[src/rtl/mag_frame_scheduler_pkg.sv]
// Shared constants, level encoding, FSM states and the level threshold rule.
package mag_frame_scheduler_pkg;

  localparam int NBINS = 16;
  localparam int MAG_W = 16;

  localparam logic [1:0] LVL_NONE = 2'd0;
  localparam logic [1:0] LVL_LOW  = 2'd1;
  localparam logic [1:0] LVL_MID  = 2'd2;
  localparam logic [1:0] LVL_HIGH = 2'd3;

  typedef enum logic [2:0] {
    ST_IDLE    = 3'd0,
    ST_ISSUE   = 3'd1,
    ST_WAIT    = 3'd2,
    ST_ACCUM   = 3'd3,
    ST_PUBLISH = 3'd4
  } state_t;

  // Quantise a bin peak against the frame maximum. Thresholds are widened
  // to 18 bits so (max>>2)*3 never loses its top bits.
  function automatic logic [1:0] level_of(input logic [MAG_W-1:0] peak,
                                          input logic [MAG_W-1:0] fmax);
    logic [17:0] pk;
    logic [17:0] t1;
    logic [17:0] t2;
    logic [17:0] t3;
    pk = {2'b00, peak};
    t1 = {4'b0000, fmax[MAG_W-1:2]};
    t2 = {3'b000, fmax[MAG_W-1:1]};
    t3 = t1 * 18'd3;
    if (fmax == '0)    level_of = LVL_NONE;
    else if (pk >= t3) level_of = LVL_HIGH;
    else if (pk >= t2) level_of = LVL_MID;
    else if (pk >= t1) level_of = LVL_LOW;
    else               level_of = LVL_NONE;
  endfunction

endpackage

[src/rtl/sample_fifo.sv]
// Small synchronous FIFO for buffered FFT bin samples.
// Handshake: push is taken only when !full, pop only when !empty; a push on
// a full FIFO is refused even if a pop happens in the same cycle.
module sample_fifo #(
  parameter int WIDTH = 37,
  parameter int DEPTH = 4
) (
  input  logic             clk_cal,
  input  logic             rst,
  input  logic             push,
  input  logic             pop,
  input  logic [WIDTH-1:0] din,
  output logic [WIDTH-1:0] dout,
  output logic             full,
  output logic             empty
);

  localparam int AW = (DEPTH > 1) ? $clog2(DEPTH) : 1;
  localparam int CW = AW + 1;

  logic [WIDTH-1:0] mem [DEPTH];
  logic [AW-1:0]    wr_ptr;
  logic [AW-1:0]    rd_ptr;
  logic [CW-1:0]    count;
  logic             do_push;
  logic             do_pop;

  assign full    = (count == CW'(DEPTH));
  assign empty   = (count == '0);
  assign do_push = push && !full;
  assign do_pop  = pop && !empty;
  assign dout    = mem[rd_ptr];

  // Pointer and occupancy bookkeeping.
  always_ff @(posedge clk_cal) begin
    if (rst) begin
      wr_ptr <= '0;
      rd_ptr <= '0;
      count  <= '0;
    end else begin
      if (do_push) wr_ptr <= wr_ptr + 1'b1;
      if (do_pop)  rd_ptr <= rd_ptr + 1'b1;
      case ({do_push, do_pop})
        2'b10:   count <= count + 1'b1;
        2'b01:   count <= count - 1'b1;
        default: count <= count;
      endcase
    end
  end

  // Storage write; contents need no reset since occupancy gates reads.
  always_ff @(posedge clk_cal) begin
    if (do_push) mem[wr_ptr] <= din;
  end

endmodule

[src/rtl/mag_frame_scheduler.sv]
// Buffers FFT bin samples, asks a CORDIC core for each magnitude, tracks
// per-bin peaks over FRAMES frames and publishes a 2-bit level per bin.
// Input handshake: a sample moves when in_valid && in_ready in the same cycle.
// CORDIC handshake: cordic_req stays high with stable operands until a
// cordic_done pulse; cordic_done at any other time is ignored.
module mag_frame_scheduler
  import mag_frame_scheduler_pkg::*;
#(
  parameter int FRAMES     = 10,
  parameter int FIFO_DEPTH = 4
) (
  input  logic        clk_cal,
  input  logic        rst,
  input  logic        in_valid,
  output logic        in_ready,
  input  logic [31:0] in_data,
  input  logic [3:0]  in_bin,
  input  logic        in_last,
  output logic        cordic_req,
  output logic [15:0] cordic_x,
  output logic [15:0] cordic_y,
  input  logic        cordic_done,
  input  logic [15:0] cordic_mag,
  output logic [31:0] level_data,
  output logic        level_valid,
  output logic [2:0]  dbg_state
);

  localparam int EW = 32 + 4 + 1;

  state_t             state_q;
  state_t             state_d;
  logic               fifo_full;
  logic               fifo_empty;
  logic               fifo_pop;
  logic [EW-1:0]      fifo_dout;
  logic [3:0]         w_bin;
  logic               w_last;
  logic [MAG_W-1:0]   mag_q;
  logic [MAG_W-1:0]   peak [NBINS];
  logic [MAG_W-1:0]   frame_max;
  logic [3:0]         frame_cnt;
  logic [3:0]         frame_cnt_inc;
  logic [2*NBINS-1:0] levels_d;

  assign in_ready      = !fifo_full;
  assign frame_cnt_inc = frame_cnt + 4'd1;
  assign dbg_state     = state_q;

  sample_fifo #(
    .WIDTH (EW),
    .DEPTH (FIFO_DEPTH)
  ) u_fifo (
    .clk_cal (clk_cal),
    .rst     (rst),
    .push    (in_valid),
    .pop     (fifo_pop),
    .din     ({in_data, in_bin, in_last}),
    .dout    (fifo_dout),
    .full    (fifo_full),
    .empty   (fifo_empty)
  );

  // FSM state register.
  always_ff @(posedge clk_cal) begin
    if (rst) state_q <= ST_IDLE;
    else     state_q <= state_d;
  end

  // Next-state, FIFO pop and CORDIC request decode.
  always_comb begin
    state_d    = state_q;
    fifo_pop   = 1'b0;
    cordic_req = 1'b0;
    case (state_q)
      ST_IDLE: begin
        if (!fifo_empty) begin
          fifo_pop = 1'b1;
          state_d  = ST_ISSUE;
        end
      end
      ST_ISSUE: begin
        cordic_req = 1'b1;
        state_d    = ST_WAIT;
      end
      ST_WAIT: begin
        cordic_req = 1'b1;
        if (cordic_done) state_d = ST_ACCUM;
      end
      ST_ACCUM: begin
        if (w_last && (frame_cnt_inc == 4'(FRAMES))) state_d = ST_PUBLISH;
        else                                         state_d = ST_IDLE;
      end
      ST_PUBLISH: state_d = ST_IDLE;
      default:    state_d = ST_IDLE;
    endcase
  end

  // Level of every bin from the current peaks and frame maximum.
  always_comb begin
    levels_d = '0;
    for (int b = 0; b < NBINS; b++) begin
      levels_d[2*b +: 2] = level_of(peak[b], frame_max);
    end
  end

  // Working register, peak accumulation and publish datapath.
  always_ff @(posedge clk_cal) begin
    if (rst) begin
      cordic_x    <= '0;
      cordic_y    <= '0;
      w_bin       <= '0;
      w_last      <= 1'b0;
      mag_q       <= '0;
      frame_max   <= '0;
      frame_cnt   <= '0;
      level_data  <= '0;
      level_valid <= 1'b0;
      for (int b = 0; b < NBINS; b++) peak[b] <= '0;
    end else begin
      level_valid <= 1'b0;
      case (state_q)
        ST_IDLE: begin
          if (!fifo_empty) begin
            cordic_x <= fifo_dout[36:21];
            cordic_y <= fifo_dout[20:5];
            w_bin    <= fifo_dout[4:1];
            w_last   <= fifo_dout[0];
          end
        end
        ST_WAIT: begin
          if (cordic_done) mag_q <= cordic_mag;
        end
        ST_ACCUM: begin
          if (mag_q > peak[w_bin]) peak[w_bin] <= mag_q;
          if (mag_q > frame_max)   frame_max   <= mag_q;
          if (w_last)              frame_cnt   <= frame_cnt_inc;
        end
        ST_PUBLISH: begin
          level_data  <= levels_d;
          level_valid <= 1'b1;
          frame_max   <= '0;
          frame_cnt   <= '0;
          for (int b = 0; b < NBINS; b++) peak[b] <= '0;
        end
        default: ;
      endcase
    end
  end

endmodule
[config.mk]
export PLATFORM = sky130hd
export DESIGN_NAME = mag_frame_scheduler
export DESIGN_NICKNAME = d
export VERILOG_FILES = /design/src/rtl/mag_frame_scheduler_pkg.sv /design/src/rtl/sample_fifo.sv /design/src/rtl/mag_frame_scheduler.sv
export SDC_FILE = /design/constraint.sdc
export NUM_CORES = 1
export LEC_CHECK = 0
export CELL_PAD_IN_SITES_DETAIL_PLACEMENT = 1
export CELL_PAD_IN_SITES_GLOBAL_PLACEMENT = 1
export CORE_AREA = 2 2 289 291
export CTS_BUF_LIST = sky130_fd_sc_hd__clkbuf_16
export DETAILED_ROUTE_END_ITERATION = 16
export DIE_AREA = 0 0 291 293
export PLACE_DENSITY = 0.8
export SYNTH_ARGS = -nofsm -noshare
export SYNTH_HDL_FRONTEND = slang
export SYNTH_SLANG_ARGS = --single-unit
[constraint.sdc]
create_clock -name clk_cal -period 5.6 [get_ports clk_cal]
set_input_delay 0.84 -clock clk_cal [delete_from_list [all_inputs] [get_ports clk_cal]]
set_output_delay 0.84 -clock clk_cal [all_outputs]
set_load 0.02 [all_outputs]
== Word level (Yosys, flattened, before mapping) ==
Memories as Yosys holds them, arrays and structs flattened. A register that Yosys moved wholly into a read port is not among the register bits.
Cells that the tools add are included.
Word-level totals
  bits in registers: 79
  bits in writable memories: 404
  input bits: 57
  word-level logic and storage cells: 219
  memories: 2
Memories
  peak: words 16, width 16, read ports 17, clocked after memory_dff 0, write ports 16, line mag_frame_scheduler.sv:40  | logic [MAG_W-1:0] peak [NBINS];
  u_fifo.mem: words 4, width 37, read ports 1, clocked after memory_dff 1, write ports 1, line sample_fifo.sv:21  | logic [WIDTH-1:0] mem [DEPTH];
Operators by class
  add/sub/neg operators: 5
  multipliers: 1
  magnitude comparators: 50
  eq/ne operators: 12
  muxes and demuxes: 106
  bitwise operators: 17
  reduce and logical (&&, ||, !) cells: 17
Operators with widths (count)
  two-way mux 16 bit: 18
  >= comparator 16 x 14 -> 1 bit: 16
  >= comparator 16 x 15 -> 1 bit: 16
  >= comparator 16 bit: 16
  two-way mux 2 bit: 48
  > comparator 16 bit: 2
  case mux 16 bit (2 select lines): 1
  two-way mux 1 bit: 31
  zero test 16 bit: 1
  multiplier 14 x 2 -> 16 bit (second input constant): 1
  bitwise OR 1 bit: 16
  OR reduction 16 bit: 1
  case mux 3 bit (4 select lines): 1
  AND reduction 2 bit: 5
  two-way mux 3 bit: 3
  two-way mux 4 bit: 2
  inequality test 2 bit (second input constant): 4
  case mux 4 bit (2 select lines): 1
  equality test 3 x 2 -> 1 bit (second input constant): 2
  equality test 3 bit (second input constant): 2
  zero test 3 bit: 2
  case mux 3 bit (2 select lines): 1
  adder 2 x 1 -> 2 bit (second input constant): 2
  adder 4 x 1 -> 4 bit (second input constant): 1
  11 further kinds: 15

== Logic depth before layout (Yosys ltp) ==
Gate-level depths: netlist (run 1).
An unclocked memory read counts as a cell.
  depth after elaboration: 8
  depth in mapped cells: 18
  depth with buffers taken out: 18

== Hierarchy ==
Synthesis (run 1) repeated with hierarchy kept, for this count alone.
Unflattened totals
  cell total of the unflattened synthesis: 3322
  area, all modules: 36936.7 µm²
Modules (own cells, without submodules)
  mag_frame_scheduler: times used 1, cells each 3075, area each 31069.8 µm²
  sample_fifo: times used 1, cells each 247, area each 5866.9 µm²

== Worst setup path after synthesis (run 1) ==
Ideal clock, no wire load.
  path kind: reg2reg
  from: reg w_bin[0]
  to: mem peak[0][0] (enable)
  library setup time: 0.435 ns
  arrival time: 5.535 ns
  setup slack: -0.370 ns
  stages on the path, launching flop included: 15
  buffers on the path: 3
  period minus slack after synthesis: 5.970 ns
  cell sequence: dfxtp_1 > clkbuf_1 > buf_1 > mux4_2 > mux4_2 > inv_1 > ha_1 > nand4_1 > nor3_1 > nand4_1 > a31oi_1 > nor4_1 > o21ai_0 > clkbuf_1 > o41ai_1
RTL lines
  from (decl): line mag_frame_scheduler.sv:37  | logic [3:0] w_bin;
  from (signal assigned): line mag_frame_scheduler.sv:127  | w_bin <= fifo_dout[4:1];
  to (decl): line mag_frame_scheduler.sv:40

== Worst setup path after layout (run 1) ==
  from: reg frame_max[3]
  to: reg level_data[30]
Between the ends
  cells in the longest elaborated chain, start to end: 5
Ends and longest elaborated chain
  from (decl): line mag_frame_scheduler.sv:41  | logic [MAG_W-1:0] frame_max;
  from (signal assigned): line mag_frame_scheduler.sv:136  | if (mag_q > frame_max) frame_max <= mag_q;
  parallel branches: the longest is 4 deep, another holds multiplier 14 x 2 -> 16 bit
  two-way mux 2 bit (*): line mag_frame_scheduler_pkg.sv:32  | if (fmax == '0) level_of = LVL_NONE;
  to (signal assigned): line mag_frame_scheduler.sv:140  | level_data <= levels_d;
  to (decl): line mag_frame_scheduler.sv:24  | output logic [31:0] level_data,
Every way passes the cells marked *.
A chain may end at the register's enable or synchronous reset.

==> impl_metrics.yaml, run 1 <==
final_layout:
  post_route_cells_drive_above_1_share_pct: 10.5
  mostFrequentLayoutCell: "sky130_fd_sc_hd__ha_1"
  fin_cells: 4625
  fin_area_um2: 42700
  layout_common_cells: "732 x sky130_fd_sc_hd__ha_1, 404 x sky130_fd_sc_hd__edfxtp_1, 269 x sky130_fd_sc_hd__nand2_1"
  final_util_pct: 52.2
  finalNetCount: 4293
  area_growth_syn_to_layout_pct: 13.8
clocking:
  cts.sinks: 520
  cts_root_buf: "sky130_fd_sc_hd__clkbuf_16"
  insertion_delay_to_the_later_sink_of_the_worst_skew_pair_ns: 0.69
  clk_path_buf_depth: 3
  number_of_setup_buffers_added_after_cts: 0
  ctsResizeCount: 0
  cts.hold.buffers_added: 0
  clk_pin_slew_worst_paths_ns: 0.06
  cts_max_level: 2
  cts_tree: "yes"
  tritoncts.num_buffers: 59
hold_path:
  worst_hold_path.endpoint: "cordic_x[5]"
  hold_path_depth: 2
  hold_path.startpoint: "cordic_x[5]"
  hp-class: "reg -> reg"
setup_path:
  data_required_time_of_the_worst_path_ns: 6.14
  timing.critical_path.max_delay_family: "compound AO/OA/AOI/OAI gates"
  worst_reg2reg_endpoint: "level_data[30]"
  timing.reg2reg.setup_slack_ns: 0.38
  critical_path.max_stage_delay_ns: 0.50
  critPathLaunchType: "register"
  critical_path.startpoint: "frame_max[3]"
  crit-reg2reg-launch: "frame_max[3]"
  crit_slowest_cell: "sky130_fd_sc_hd__a2111oi_0"
  crit_arrival_ns: 5.76
  worstSetupPathType: "reg -> reg"
  critical_path_cell_sequence: "ha_1 > fa_1 > a21o_1 > a21oi_1 > o21bai_1 > a21oi_1 > o21bai_1 > a21oi_1 > xnor2_2 > ha_1 > a2111o_1 > a2111oi_0 > nor3_1 > a21oi_1 > o2111ai_1 > a32o_1 > a221o_1"
  worst_path_most_repeated_cell: "sky130_fd_sc_hd__a21oi_1"
  cp_max_fo: 5
  timing.critical_path.to_type: "register"
  path_buf_inv: 0
  reg2regPathDepth: 17
route:
  route.vias.total: 31300
  route.detailed.wl_per_inst_um: 30.3
  detail_route.wirelength_um: 140000
  final_antenna_net_count: 0
  drt_pass1_iterations: 5
  routed_vias_inst: 6.77
  detail_route.drc_violations: 0
  number_of_drc_violations_after_detailed_routing_iteration_0: 2993
sta:
  final_setup_fails: 0
  post_layout_worst_setup_margin_ns: 0.382
  worst-slew-pin-transition_ns: 1.37
  rsz_0062_raised_after_global_routing: "no"
  finalMaxSlewViolations: 0
  period_minus_slack_ns: 5.22
  fin_worst_skew_ns: 0.0892
  min_period_over_period_pct: 93.2
  highest_attainable_clock_frequency_mhz: 192
  hold_viol: 0
  relSlewSlack_pct: 8.09
grt:
  gr-total-overflow: 0
  wire_length_of_the_first_global_routing_pass_um: 210000
  grt_max_degree: 85
  vias_in_the_first_global_route: 33300
  global_route.usage.total_pct: 32.7
  antenna_found_initial: 7
placed_design:
  gp_congestion: 0.957
  numPlacedInstances: 4511
  io_buffers: 126
  post-dp-hpwl_um: 102000
  post_dp_cell_area_um2: 40600
  place_worst_setup_slack_ns: 0.512
logic_synthesis:
  synth_seq_area_share_pct: 38.5
  ys_dominant_reg_cell: "sky130_fd_sc_hd__edfxtp_1"
  synth-seq-cells: 520
  mappedNetlistNets: 4151
  avgSynthCellArea_um2: 11.2
  post_synth_instance_area_um2: 37500
  synth_enable_flop_cells: 404
  synth.lib_cells_used.distinct: 72
  postSynthCellCount: 3360
  synth.yosys.warnings: 0
  asyncSetResetFlopFracSynth_pct: 0
floorplanning:
  die_h_um: 293
  row_count: 105
  coreArea_um2: 81800
  die_area_um2: 85300
  floorplan.initialDensity_pct: 45.8
  die-width_um: 291
  pin_count: 127
pwr:
  vdd.ir_drop.worst_uv: 400
  report.power.total_mw: 12.8
  powerDensity_nw_per_um2: 300
  p_leak_nw: 16.5
outcome:
  outcome: "completed"
flow_run:
  timing.max_cap.violations: 0
Yosys cell counts, types with 65 or more instances:
cell / count / area, µm²
sky130_fd_sc_hd__inv_1: 102 / 383
sky130_fd_sc_hd__o21ai_0: 133 / 666
sky130_fd_sc_hd__nor2_1: 180 / 676
sky130_fd_sc_hd__ha_1: 732 / 9160
sky130_fd_sc_hd__clkbuf_1: 111 / 417
sky130_fd_sc_hd__and3_1: 65 / 407
sky130_fd_sc_hd__nand2_1: 269 / 1010
sky130_fd_sc_hd__a21oi_1: 205 / 1030
sky130_fd_sc_hd__dfxtp_1: 116 / 2320
sky130_fd_sc_hd__nor4_1: 117 / 732
sky130_fd_sc_hd__mux4_2: 117 / 2640
sky130_fd_sc_hd__a21o_1: 119 / 893
sky130_fd_sc_hd__edfxtp_1: 404 / 12100
worst min-delay path, stage by stage (launching register included):
cell and delay (ns):
sky130_fd_sc_hd__dfxtp_1 0.31, sky130_fd_sc_hd__nand2_1 0.05, sky130_fd_sc_hd__a21oi_1 0.06
worst max path at each step:
stage | end | slack, ns | cells after the start
after floorplan | peak[0][0] | -0.37 | 14
after global placement | peak[4][11] | 0.66 | 14
after detailed placement | peak[4][10] | 0.51 | 13
after CTS | level_data[30] | 0.43 | 17
after global routing | peak[4][7] | 0.18 | 14
final | level_data[30] | 0.38 | 17
metal layers:
layer | GRT usage [%] | part of all wire (%) | vias up
li1 | - | - | 13500
met1 | 39.2 | 37 | 15800
met5 | 0 | 0.0093 | -
met3 | 6.09 | 8.8 | 462
met2 | 54.4 | 47 | 1633
met4 | 20.3 | 7.0 | 2
area by class of cell:
| cell class | instances | area (µm²) |
|---|---|---|
| fill | 8625 | 39200 |
| multi-input combinational | 2592 | 22400 |
| sequential | 520 | 14500 |
| timing repair buffer | 227 | 2060 |
| clock buffer | 59 | 1480 |
| tap | 1070 | 1340 |
| clock inverter | 49 | 582 |
| inverter | 102 | 383 |
| antenna | 6 | 15.0 |
kinds of logic (layout without fill, tap and decap cells):
logic type	after synthesis	in the layout	share of synthesized area (%)
AOI/OAI and AO/OA	786	786	14.1
xor gates and xnor gates	19	19	0.443
adders and majority gates	744	744	24.8
buffers and inverters	248	437	2.54
DFF	520	520	38.5
muxes	138	138	7.60
other	0	6	0
and+or+nand+nor	905	905	12.0
report_power, final:
group | switching [mW] | internal [mW] | total [mW]
combinational | 2.15 | 1.49 | 3.64
clock | 1.76 | 2.40 | 4.16
sequential | 0.522 | 4.50 | 5.02
total | 4.43 | 8.39 | 12.8
per-stage QoR:
| step | hold slack, ns | setup TNS [ns] |
|---|---|---|
| floorplan | 0.450 | -22.71 |
| global placement | 0.442 | 0 |
| detailed placement | 0.451 | 0 |
| CTS | 0.456 | 0 |
| global route | 0.477 | 0 |
| finish | 0.462 | 0 |
registers in the layout, summed over array words and instances (netlist names):
register,count
peak,256
u_fifo.mem,148
level_data,32
cordic_x,16
cordic_y,16
frame_max,16
mag_q,16
frame_cnt,4
w_bin,4
dbg_state,3
u_fifo.count,3
u_fifo.rd_ptr,2
u_fifo.wr_ptr,2
level_valid,1
w_last,1
Power figures use the tool's default switching activity.
==> inputs of run 2 (changes only) <==
==> constraint.sdc (replaced) <==
create_clock -name clk_cal -period 5.6 [get_ports clk_cal]
set_input_delay 0.56 -clock clk_cal [delete_from_list [all_inputs] [get_ports clk_cal]]
set_output_delay 0.56 -clock clk_cal [all_outputs]
set_load 0.02 [all_outputs]
==> run 2 against run 1 <==
Effect of this change:
- global-route usage shrank 0.17 points
- design area is essentially flat
- setup slack lost 0.37 ns
- sequential power grew 0.8%
- via count is essentially flat
- core utilization grew 0.051 points
- clock power grew 2%
- sequential cell count is the same
- total power grew 1.4%
- clock-buffer cell count shrank 1
- critical path depth shrank 2
- combinational power grew 1%
- largest cell class unchanged
- highest routed layer unchanged
==> impl_metrics.yaml, run 2 (synthesis gave the netlist of run 1 again) <==
route:
  detail_route.drc_violations: 0
  final_antenna_net_count: 0
  detail_route.wirelength_um: 140000
  number_of_drc_violations_after_detailed_routing_iteration_0: 2986
  drt_pass1_iterations: 6
  routed_vias_inst: 6.77
  route.detailed.wl_per_inst_um: 30.2
  route.vias.total: 31300
sta:
  hold_viol: 0
  highest_attainable_clock_frequency_mhz: 179
  worst-slew-pin-transition_ns: 1.44
  relSlewSlack_pct: 3.42
  finalSetupTns_ns: 0
  min_period_over_period_pct: 99.7
  final_setup_fails: 0
  rsz_0062_raised_after_global_routing: "no"
  post_layout_worst_setup_margin_ns: 0.0144
  holdWs_ns: 0.339
  fin_worst_skew_ns: 0.103
  period_minus_slack_ns: 5.59
  finalMaxSlewViolations: 0
clocking:
  cts.sinks: 520
  cts_max_level: 2
  cts_tree: "yes"
  clk_pin_slew_worst_paths_ns: 0.07
  insertion_delay_to_the_later_sink_of_the_worst_skew_pair_ns: 0.69
  tritoncts.num_buffers: 58
  cts.hold.buffers_added: 0
  cts_root_buf: "sky130_fd_sc_hd__clkbuf_16"
  clk_path_buf_depth: 3
pwr:
  share_comb_of_total_power_pct: 28.4
  p_leak_nw: 16.5
  switching_share_pct: 35.0
  cellInternalPower_mw: 8.45
  p_clk_share_pct: 32.7
  vdd.ir_drop.worst_uv: 398
  power.switching_mw: 4.55
  share_seq_of_total_power_pct: 38.9
  powerDensity_nw_per_um2: 304
floorplanning:
  pin_count: 127
  row_count: 105
  floorplan.initialDensity_pct: 45.8
  coreArea_um2: 81800
  die_area_um2: 85300
  die_h_um: 293
  die-width_um: 291
setup_path:
  critPathLaunchType: "register"
  crit_slowest_cell: "sky130_fd_sc_hd__dfxtp_4"
  critical_path.max_stage_delay_ns: 0.65
  reg2regPathDepth: 15
  critical_path_cell_sequence: "buf_4 > mux4_2 > mux4_2 > inv_1 > ha_1 > nand4_1 > nor3_1 > nand4_1 > a31oi_1 > nor4_2 > buf_4 > o21ai_4 > buf_12 > buf_4 > nor4_1"
  worst_path_most_repeated_cell: "sky130_fd_sc_hd__buf_4"
  path_buf_inv: 5
  setup.worst_path.end: "peak[4][12]"
  cp_num_cells: 15
  crit_arrival_ns: 5.96
  crit-reg2reg-launch: "w_bin[0]"
  data_required_time_of_the_worst_path_ns: 5.97
  timing.critical_path.max_delay_family: "buffers and inverters"
  worst_reg2reg_endpoint: "peak[4][12]"
  timing.reg2reg.setup_slack_ns: 0.01
  timing.critical_path.to_type: "register"
  cp_max_fo: 84
  critical_path.startpoint: "w_bin[0]"
  worstSetupPathType: "reg -> reg"
placed_design:
  post-dp-hpwl_um: 100000
  place_worst_setup_slack_ns: 0.284
  gp_congestion: 0.964
  numPlacedInstances: 4515
  io_buffers: 126
final_layout:
  num-fill-cells: 8606
  area_growth_syn_to_layout_pct: 13.9
  multi_input_area_um2: 22400
  finalNetCount: 4296
  top_regs: "peak (256), u_fifo.mem (148), level_data (32)"
  fin_cells: 4627
  largest_register_ffs: 256
  layout_common_cells: "732 x sky130_fd_sc_hd__ha_1, 404 x sky130_fd_sc_hd__edfxtp_1, 269 x sky130_fd_sc_hd__nand2_1"
  post_route_cells_drive_above_1_share_pct: 10.7
  register_area_um2: 14500
  final_util_pct: 52.2
  registers.top_by_ff_count: "peak"
  mostFrequentLayoutCell: "sky130_fd_sc_hd__ha_1"
grt:
  antenna_found_initial: 5
  gr-total-overflow: 0
  vias_in_the_first_global_route: 33100
  grt_max_degree: 85
  global_route.usage.total_pct: 32.5
  wire_length_of_the_first_global_routing_pass_um: 210000
hold_path:
  hp-class: "in -> reg"
flow_run:
  timing.max_cap.violations: 0
outcome:
  outcome: "completed"
run 2: area by class of cell:
class / instances / share of cell area, %
Multi-Input combinational cell: 2592 / 52.3
Antenna cell: 2 / 0.0117
Clock inverter: 52 / 1.52
Sequential cell: 520 / 33.9
Inverter: 102 / 0.896
Clock buffer: 58 / 3.40
Tap cell: 1070 / 3.13
Timing Repair Buffer: 231 / 4.84
run 2: what timing repair did:
| item | 4_1_cts | 5_1_grt |
|---|---|---|
| setup endpoints to repair | 0 | 2 |
| setup buffers | 0 | 0 |
| resized for setup | 0 | 1 |
| hold endpoints to repair | 0 | 0 |
run 2: worst register-to-register path: stages, from the launching register on:
cell                      delay (ns)
sky130_fd_sc_hd__dfxtp_4        0.65
sky130_fd_sc_hd__buf_4          0.43
sky130_fd_sc_hd__mux4_2         0.60
sky130_fd_sc_hd__mux4_2         0.47
sky130_fd_sc_hd__inv_1          0.10
sky130_fd_sc_hd__ha_1           0.15
sky130_fd_sc_hd__nand4_1        0.14
sky130_fd_sc_hd__nor3_1         0.46
sky130_fd_sc_hd__nand4_1        0.24
sky130_fd_sc_hd__a31oi_1        0.59
sky130_fd_sc_hd__nor4_2         0.13
sky130_fd_sc_hd__buf_4          0.21
sky130_fd_sc_hd__o21ai_4        0.07
sky130_fd_sc_hd__buf_12         0.37
sky130_fd_sc_hd__buf_4          0.50
sky130_fd_sc_hd__nor4_1         0.15
run 2: power by group through the flow:
stage / logic (mW) / clock network, mW / registers, mW
floorplan: 2.32 / 0 / 4.85
global placement: 3.42 / 0 / 5.06
detailed placement: 3.55 / 0 / 5.09
CTS: 3.66 / 4.26 / 5.04
global route: 3.92 / 4.40 / 5.08
finish: 3.69 / 4.26 / 5.06
run 2: worst min-delay path by stage:
stage | endpoint | cells past startpoint | slack, ns | start
floorplan | w_last | 2 | 0.45 | w_last
global placement | cordic_y[3] | 2 | 0.44 | cordic_y[3]
detailed placement | level_data[31] | 1 | 0.45 | level_data[31]
CTS | frame_cnt[3] | 2 | 0.32 | rst
global route | frame_cnt[2] | 2 | 0.36 | rst
finish | frame_cnt[3] | 2 | 0.34 | rst
run 2: metrics by stage:
stage / power [mW] / area [µm²]
2_1_floorplan: 7.17 / 37500
5_1_grt: 13.4 / 42700
4_1_cts: 13.0 / 42700
3_3_place_gp: 8.48 / 40600
3_5_place_dp: 8.64 / 40600
6_report: 13.0 / 42700
run 2: layer usage:
layer / vias to the layer above / track usage (%) / wire [µm]
met5: - / 0 / 59
met4: 8 / 18.1 / 9000
met3: 471 / 5.24 / 11500
met2: 1597 / 55.0 / 66200
met1: 15700 / 39.6 / 52900
li1: 13500 / - / -
